### config.mk
export PLATFORM = sky130hd
export DESIGN_NAME = prescaler_multi
export DESIGN_NICKNAME = d
export VERILOG_FILES = /design/src/rtl/prescaler_pkg.sv /design/src/rtl/prescaler_channel.sv /design/src/rtl/prescaler_multi.sv
export SDC_FILE = /design/constraint.sdc
export NUM_CORES = 1
export LEC_CHECK = 0
export CORE_AREA = 2 2 115 117
export CTS_CLUSTER_DIAMETER = 120
export DETAILED_ROUTE_END_ITERATION = 8
export DIE_AREA = 0 0 117 119
export GPL_TIMING_DRIVEN = 0
export HOLD_SLACK_MARGIN = 0.12
export PLACE_DENSITY_LB_ADDON = 0.12
export SYNTH_ARGS = -nofsm -noshare
export SYNTH_HDL_FRONTEND = slang
export SYNTH_SLANG_ARGS = --single-unit
### constraint.sdc
create_clock -name clk -period 2.3 [get_ports clk]
set_clock_uncertainty 0.15 [all_clocks]
set_input_delay 0.46 -clock clk [delete_from_list [all_inputs] [get_ports clk]]
set_output_delay 0.46 -clock clk [all_outputs]
set_load 0.01 [all_outputs]
### src/rtl/prescaler_pkg.sv
// -----------------------------------------------------------------------------
// prescaler_pkg
//
// Shared constants and helpers for the multi-channel prescaler.
//   PRESCALER_DEFAULT_DIV : divisor loaded into every channel on reset
//                           (tick period DEFAULT+1 cycles).
//   sel_width()           : width of the channel-select field, which is
//                           clog2(channels) with a floor of one bit so that a
//                           single-channel build still has a legal port.
// -----------------------------------------------------------------------------
package prescaler_pkg;

    localparam int PRESCALER_DEFAULT_DIV = 9;

    function automatic int sel_width(input int channels);
        int w;
        w = $clog2(channels);
        return (w < 1) ? 1 : w;
    endfunction

endpackage : prescaler_pkg

### src/rtl/prescaler_channel.sv
// -----------------------------------------------------------------------------
// prescaler_channel
//
// One divider channel. The counter runs 0..div_act and wraps, giving a tick
// every div_act+1 cycles and a level that toggles on each tick. New divisors
// written while the channel runs are parked in a shadow register and adopted
// at the next wrap, so a period is never cut short or stretched mid-count.
//
// Ports:
//   clk      in  1      system clock, rising edge
//   rst      in  1      synchronous active-high reset
//   en       in  1      run enable for this channel
//   sync_clr in  1      phase-align strobe (clears counter and outputs)
//   load     in  1      divisor write strobe already decoded for this channel
//   value    in  WIDTH  divisor to write
//   tick     out 1      registered one-cycle strobe
//   level    out 1      registered square wave, toggles on every tick
// -----------------------------------------------------------------------------
module prescaler_channel #(
    parameter int WIDTH       = 16,
    parameter int DEFAULT_DIV = 9
) (
    input  logic             clk,
    input  logic             rst,
    input  logic             en,
    input  logic             sync_clr,
    input  logic             load,
    input  logic [WIDTH-1:0] value,
    output logic             tick,
    output logic             level
);

    logic [WIDTH-1:0] cnt;
    logic [WIDTH-1:0] div_act;
    logic [WIDTH-1:0] div_pend;
    logic             pend_v;
    logic             wrap;

    // cnt is only ever reset or advanced up to div_act, so equality is the
    // sole wrap condition and the increment cannot overflow.
    assign wrap = (cnt == div_act);

    // Control state: counter, active divisor, pending flag and outputs.
    always_ff @(posedge clk) begin
        if (rst) begin
            cnt     <= '0;
            div_act <= WIDTH'(DEFAULT_DIV);
            pend_v  <= 1'b0;
            tick    <= 1'b0;
            level   <= 1'b0;
        end else if (sync_clr) begin
            cnt   <= '0;
            tick  <= 1'b0;
            level <= 1'b0;
            // A write coinciding with the clear goes straight to the active
            // divisor and supersedes anything still pending.
            if (load) begin
                div_act <= value;
                pend_v  <= 1'b0;
            end else if (pend_v) begin
                div_act <= div_pend;
                pend_v  <= 1'b0;
            end
        end else if (en) begin
            if (wrap) begin
                cnt   <= '0;
                tick  <= 1'b1;
                level <= ~level;
                if (pend_v) begin
                    div_act <= div_pend;
                end
            end else begin
                cnt  <= cnt + WIDTH'(1);
                tick <= 1'b0;
            end
            // A write landing on the wrap cycle is queued for the following
            // wrap; the value adopted now is the one already pending.
            if (load) begin
                pend_v <= 1'b1;
            end else if (wrap) begin
                pend_v <= 1'b0;
            end
        end else begin
            cnt  <= '0;
            tick <= 1'b0;
            // Stopped channel: no period in progress, so apply immediately.
            if (load) begin
                div_act <= value;
                pend_v  <= 1'b0;
            end
        end
    end

    // Shadow divisor is pure data qualified by pend_v, so it needs no reset.
    always_ff @(posedge clk) begin
        if (load && en && !sync_clr) begin
            div_pend <= value;
        end
    end

endmodule : prescaler_channel

### src/rtl/prescaler_multi.sv
// -----------------------------------------------------------------------------
// prescaler_multi
//
// CHANNELS independent programmable dividers off one clock. Each channel
// produces a one-cycle tick every D+1 cycles and a level output with period
// 2*(D+1). Outputs are intended as clock enables for downstream logic.
//
// Ports:
//   clk       in  1         system clock, rising edge
//   rst       in  1         synchronous active-high reset
//   en        in  CHANNELS  per-channel run enable
//   sync_clr  in  1         phase-align all channels
//   div_load  in  1         divisor write strobe
//   div_sel   in  SEL_W     channel index for the write (>= CHANNELS ignored)
//   div_value in  WIDTH     new divisor D
//   tick      out CHANNELS  registered one-cycle strobes
//   level     out CHANNELS  registered square waves
// -----------------------------------------------------------------------------
module prescaler_multi
    import prescaler_pkg::*;
#(
    parameter int WIDTH       = 16,
    parameter int CHANNELS    = 2,
    parameter int DEFAULT_DIV = PRESCALER_DEFAULT_DIV,
    parameter int SEL_W       = sel_width(CHANNELS)
) (
    input  logic                clk,
    input  logic                rst,
    input  logic [CHANNELS-1:0] en,
    input  logic                sync_clr,
    input  logic                div_load,
    input  logic [SEL_W-1:0]    div_sel,
    input  logic [WIDTH-1:0]    div_value,
    output logic [CHANNELS-1:0] tick,
    output logic [CHANNELS-1:0] level
);

    if (CHANNELS < 1 || CHANNELS > 16) begin : g_bad_channels
        $error("prescaler_multi: CHANNELS must be 1..16");
    end

    if (WIDTH < 32 && DEFAULT_DIV >= (1 << WIDTH)) begin : g_bad_default
        $error("prescaler_multi: DEFAULT_DIV does not fit in WIDTH");
    end

    logic [CHANNELS-1:0] load_ch;

    for (genvar i = 0; i < CHANNELS; i++) begin : g_ch
        // Indices at or beyond CHANNELS never match, so such writes vanish.
        assign load_ch[i] = div_load && (div_sel == SEL_W'(i));

        prescaler_channel #(
            .WIDTH       (WIDTH),
            .DEFAULT_DIV (DEFAULT_DIV)
        ) u_channel (
            .clk      (clk),
            .rst      (rst),
            .en       (en[i]),
            .sync_clr (sync_clr),
            .load     (load_ch[i]),
            .value    (div_value),
            .tick     (tick[i]),
            .level    (level[i])
        );
    end

endmodule : prescaler_multi
Word level (Yosys, flattened, before mapping). Cells that the tools add are included.

Flip-flop bits (word level): 102. Bits in latches: 0. Bits in writable memories: 0. Memory bits (read-only): 0. Bits of input ports: 23. Output and inout port bits: 4. Logic and storage cells: 69. Memories kept: 0.

$add $sub $neg: 2. Multipliers: 0. Div/mod/pow operators: 0. Magnitude comparators: 0. Eq/ne operators: 4. Shifts and indexed selects: 0. Muxes and demuxes: 22. Bitwise logic cells: 5. Reduce and logical (&&, ||, !) cells: 24.

Operators with widths (number): 2-to-1 mux 16 bit (12); adder 16 x 1 -> 16 bit (second input constant) (2); equality test 16 bit (2); AND reduction 2 bit (6); 2-to-1 mux 1 bit (10); nonzero test 2 bit (4); OR reduction 4 bit (2); logical AND 1 bit (6); inequality test 3 x 1 -> 1 bit (second input constant) (2); nonzero test 3 bit (2); OR reduction 3 bit (2); NOT 1 bit (5); OR reduction 2 bit (1); logical NOT 1 bit (1).

Depth between registers and ports, before layout.
Word-level depth: 5. Mapped depth: 7. Depth with buffers taken out: 6.

Hierarchy. A second synthesis with hierarchy kept.

Cells, all modules: 471. Area, all modules: 4911.0 um^2.

Modules (own cells, without submodules): prescaler_channel at g_ch[1].u_channel (times used 1, cells each 234, area an instance 2451.1 um^2, sequential area each 1181.1 um^2); prescaler_channel at g_ch[0].u_channel (times used 1, cells each 235, area an instance 2443.6 um^2, sequential area each 1181.1 um^2); prescaler_multi (times used 1, cells each 2, area an instance 16.3 um^2, sequential area each 0.0 um^2).

Least setup slack after synthesis. OpenSTA, ideal clock, no wires.

Kind: input to register. From: input en[0]. To: register g_ch[0].u_channel.div_pend[0], enable pin. Library setup time: 0.409 ns. Arrival: 1.964 ns. Required time: 1.741 ns. Path slack: -0.224 ns. Stages on the path: 3. Buffers on the path: 1. Cells stage by stage: clkbuf_1 inv_1 nor3_1.

Cells in the longest elaborated chain, start to end: 2.

RTL lines: from (decl) (line prescaler_multi.sv:29) `input logic [CHANNELS-1:0] en,`; logical AND 1 bit (2 in series) (line prescaler_channel.sv:96) `if (load && en && !sync_clr) begin`; to (signal assigned) (line prescaler_channel.sv:97) `div_pend <= value;`; to (decl) (line prescaler_channel.sv:35) `logic [WIDTH-1:0] div_pend;`.

No other way between the ends. A chain may end at the register's enable or synchronous reset.

Worst setup path in the final report.
From: input div_sel. To: register g_ch[0].u_channel.div_act[3].

Cells in the longest elaborated chain, start to end: 4. Elaborated cells between the ends (all ways): 6. Those cells by class: 2 x mux; 1 x bitwise; 3 x reduce/logical.

RTL lines: from (decl) (line prescaler_multi.sv:32) `input logic [SEL_W-1:0] div_sel,`; NOT 1 bit (*) (line prescaler_multi.sv:50) `assign load_ch[i] = div_load && (div_sel == SEL_W'(i));`; logical AND 1 bit (*) (line prescaler_multi.sv:50); nonzero test 3 bit (no source line) / 2-to-1 mux 16 bit (equally long branches); AND reduction 2 bit (no source line) / 2-to-1 mux 16 bit (equally long branches); to (signal assigned) (line prescaler_channel.sv:61) `div_act <= div_pend;`; to (signal assigned) (line prescaler_channel.sv:70) `div_act <= div_pend;`; to (signal assigned) (line prescaler_channel.sv:88) `div_act <= value;`; to (decl) (line prescaler_channel.sv:34) `logic [WIDTH-1:0] div_act;`.

Every way passes the cells marked *; elsewhere a longest branch is shown, timed or not.

==> results.md <==
Job:
- The max-capacitance violation count is 0.

Power:
- IR analysis of the VDD net gives a maximum drop of 0.0003644 V.
- The total power draw is approximately 3.9 mW.
- The clock network burns a little under two fifths of the power.
- The combinational power share is between 10% and 20%.
- For this design the static power due to leakage is roughly 1.9 nW.
- Registers are responsible for 51.1% of the overall power.
- The net switching power of the design is 939.8 uW.
- The power density normalized to cell area is 674.3 mW/mm2.
- The cell-internal power is roughly 3 mW.
- The switching portion of total power is approximately a quarter.

Placed design:
- The number of instances in the placed design is about 680.
- The routability congestion estimate is 0.7766.
- The detailed placer's ending HPWL is 8444 um.
- The count of buffers from port buffering is 22.

Synth:
- sky130_fd_sc_hd__dfxtp_1 takes more of the synthesized area than any other cell.
- The count of state elements after synthesis is ~100.
- The share of synthesized cell area in and, or, nand and nor gates is 17.77%.
- After synthesis, the netlist uses 39 different library cells.
- The mapped netlist covers 0.004992 mm2.
- The XOR/XNOR share of the synthesized area is between 10% and 20%.
- The portion of synthesized area spent on multiplexers is roughly an eighth.
- Of the post-synthesis cell area, the dominant cell type holds between 20% and 30%.
- The share of the Yosys chip area taken by registers is between 40% and 50%.
- The adder-cell share of the synthesized area is less than 1%.
- Among all flip-flop cells after synthesis, the most frequent one is sky130_fd_sc_hd__dfxtp_1.
- Summing the areas of all compound-gate instances in the mapped netlist gives under 10% of the synthesized area.
- The number of instances in the synthesized netlist is roughly 480.
- By area, the combinational part of the netlist is dominated by simple AND/OR/NAND/NOR gates.
- The async set-reset flop share out of synthesis is 0%.
- The number of nets handed over by synthesis was a little over 500.
- The average instance in the mapped netlist occupies approximately 10 um2.
- Yosys mapped a number of flops with a built-in enable equal to 32.
- During synthesis, Yosys emitted a total of 0 warnings.
- By area the synthesized netlist is led by sky130_fd_sc_hd__dfxtp_1 (28%), sky130_fd_sc_hd__edfxtp_1 (19%), sky130_fd_sc_hd__mux2i_1 (12%).

Finish:
- The final non-filler cell total is between 600 and 700.
- The commonest non-fill, non-tap cell in the layout is sky130_fd_sc_hd__nor2_1.
- In the layout the commonest cells are sky130_fd_sc_hd__nor2_1 (75), sky130_fd_sc_hd__dfxtp_1 (70), sky130_fd_sc_hd__mux2i_1 (61).
- The total inserted antenna cells is 0.
- Relative to the synthesized area, the layout overhead comes to 15.54%.
- The fraction of layout instances using a drive strength above 1 is under 10%.
- The final net count is between 500 and 600.
- The core occupancy in the finished layout is 44.80%.
- The count of fill cells added during filler insertion is 1252.

Clock network:
- The deepest level of the CTS H-tree is 3.
- After clock tree synthesis, the clock-pin slew on the worst setup and hold paths is ~0.070 ns.
- TritonCTS built the clock tree.
- The clock root buffer master is sky130_fd_sc_hd__clkbuf_16.
- The number of clock buffers added by TritonCTS is 9.
- The clock net in this run drives a total of around 100 sinks.
- The clock latency on the worst-skew pair is 0.35 ns.
- The clock tree buffer depth is 2.

STA:
- The post-layout minimum cycle time is 2.186 ns.
- Setup repair after global routing left no endpoint under its margin.
- Setup violations remaining at the end of the flow were counted as 0.
- Across all hold checks on the routed design, the worst slack comes to 0.3227 ns.
- The number of hold violations in the final report was 0.
- The pin slew with the least headroom to its limit is about 0.86 ns.
- For the final routed database, the setup TNS stands at 0 ns.
- The total count of max-transition violations in the final report is 0.
- The achievable frequency is between 400 and 500 MHz.
- The worst path uses between 90% and 100% of the clock period.
- Headroom to the max-slew limit came out at 42.69%.

Floorplan:
- The cell row count is 42.
- For this configuration, the core starts out at a cell density of 38.78%.
- The die outline width is about 120 um.
- The height of the die is between 100 and 150 um.
- The die area is ~0.014 mm2.
- The number of ports placed on the die boundary is 27.
- The area of the core is roughly 0.013 mm2.

Setup path:
- The launch instance of the worst register-to-register path is g_ch[0].u_channel.cnt[7].
- In this run the critical register-to-register path is captured at g_ch[0].u_channel.cnt[8].
- The critical path data required time is ~2.4 ns.
- At the worst endpoint, the arrival time is 2.26 ns.
- The critical path is of the in -> reg type.
- The critical path goes through clkdlybuf4s50_1, nand2b_1, mux2_2, clkbuf_1, o31ai_1, mux2i_1.
- Of all nets on the critical path, the largest fanout is 10.
- STA classifies the critical path startpoint as an input port.
- STA classifies the critical path endpoint as a flop.
- For this run, the slowest stage of the critical path takes around 0.46 ns.
- The worst register-to-register path has a setup slack of 0.14 ns.
- The worst reg2reg path depth is 6.
- The slowest stage of the critical path belongs to the cell sky130_fd_sc_hd__clkdlybuf4s50_1.

Global route:
- The first global-routing pass estimated between 15000 and 20000 um of wire.
- The largest net degree at the start of global routing is 17.
- Global routing used ~18% of the available tracks across all layers.
- The final global-route overflow total is 0.
- The number of global-route vias before repair is 3351.
- The number of antenna violations at the first check in global routing was 0.

Routing:
- For this block, the routed nets add up to approximately 12000 um of wire.
- The detailed router placed ~3500 vias in this run.
- The vias per cell is about 5.1.
- The count of TritonRoute iterations in the first routing pass is 4.
- For this run, design rule violations remaining after detail routing come to 0.
- The DRC marker count from the first detailed-route iteration is between 150 and 200.
- The post-route antenna net violation count is 0.
- In the final routed layout, each cell accounts on average for ~17 um.

Hold path:
- The path class of the tightest hold or removal check is reg -> reg.
- Along the worst hold path, the cell count comes to 2.
- The path with the worst hold slack has its endpoint at g_ch[0].u_channel.level.
- The origin of the worst min-delay path is g_ch[0].u_channel.level.

Status:
- The flow ran to the end, and the final reports show no timing, DRC or antenna violations.
state kept, by name, summed over array words and instances (netlist names):
signal / count
g_ch.u_channel.cnt: 32
g_ch.u_channel.tick: 2
g_ch.u_channel.pend_v: 2
g_ch.u_channel.div_act: 32
g_ch.u_channel.level: 2
g_ch.u_channel.div_pend: 32
per-layer routing:
metal,track usage [%],share of wire (%),wire length [um],up-vias
met1,27.21,51,6025,1694
met2,24.86,43,5014,80
met4,6.544,1.5,176,0
met5,0,0,0,-
li1,-,-,-,1741
met3,2.901,4.2,489,12
power groups by stage:
stage	logic (mW)	registers [mW]	clock network, mW
global placement	0.419	2.03	0
finish	0.434	1.99	1.47
CTS	0.429	1.99	1.51
global route	0.475	1.99	1.59
detailed placement	0.425	2.03	0
floorplan	0.300	2.00	0
kinds of logic (layout without fill, tap and decap cells):
group	count (synthesis)	count (layout)
mux	62	62
xor+xnor	60	60
fa+ha+maj	2	2
simple gates	174	174
flops	102	102
buf+inv	35	77
compound gates	44	44
critical path, delay by kind of cell:
| family | cells | cell delay [ns] |
|---|---|---|
| buf+inv | 2 | 0.71 |
| compound gates | 1 | 0.32 |
| simple gates | 1 | 0.28 |
| mux | 2 | 0.47 |
Yosys cell counts, drive strengths merged, types with 11 or more instances:
master	number
a211o	28
buf	18
clkbuf	11
dfxtp	70
edfxtp	32
mux2i	61
nand2	18
nand2b	30
nand3	11
nand4	12
nor2	75
xnor2	47
xor2	13
per-stage QoR:
stage / instance area [um2] / setup WS (ns)
floorplan: 5002 / 0.2547
global placement: 5443 / -0.5371
detailed placement: 5443 / -0.5554
CTS: 5738 / 0.06298
global route: 5768 / 0.005725
finish: 5768 / 0.1142
worst max-delay path by stage:
| stage | from | to | slack [ns] | cells after the start |
|---|---|---|---|---|
| 3_3_place_gp | div_sel | g_ch[0].u_channel.div_pend[6] | -0.54 | 3 |
| 4_1_cts | div_sel | g_ch[0].u_channel.div_act[5] | 0.06 | 6 |
| 2_1_floorplan | en[0] | g_ch[0].u_channel.div_pend[0] | 0.25 | 3 |
| 6_report | div_sel | g_ch[0].u_channel.div_act[3] | 0.11 | 6 |
| 3_5_place_dp | div_sel | g_ch[0].u_channel.div_pend[8] | -0.56 | 3 |
| 5_1_grt | g_ch[0].u_channel.cnt[7] | g_ch[0].u_channel.cnt[7] | 0.006 | 6 |
final cells by class:
type                    instances  area, um2  area share, %
multi-input cells             342       2464          42.71
well taps                     176      220.2          3.818
plain buffers                  29      166.4          2.885
clock buffers                  15      277.8          4.816
inverters                       6      22.52         0.3905
repair buffers                 26      250.2          4.338
clock inverters                 1      5.005        0.08677
flip-flops and latches        102       2362          40.95
what timing repair did:
item	in CTS	in global routing
hold buffers	0	0
setup buffers	0	4
endpoints found under the setup margin	32	17
pin swaps	0	1
gates resized for setup	2	0
No activity file was read; power rests on OpenSTA's default activity.
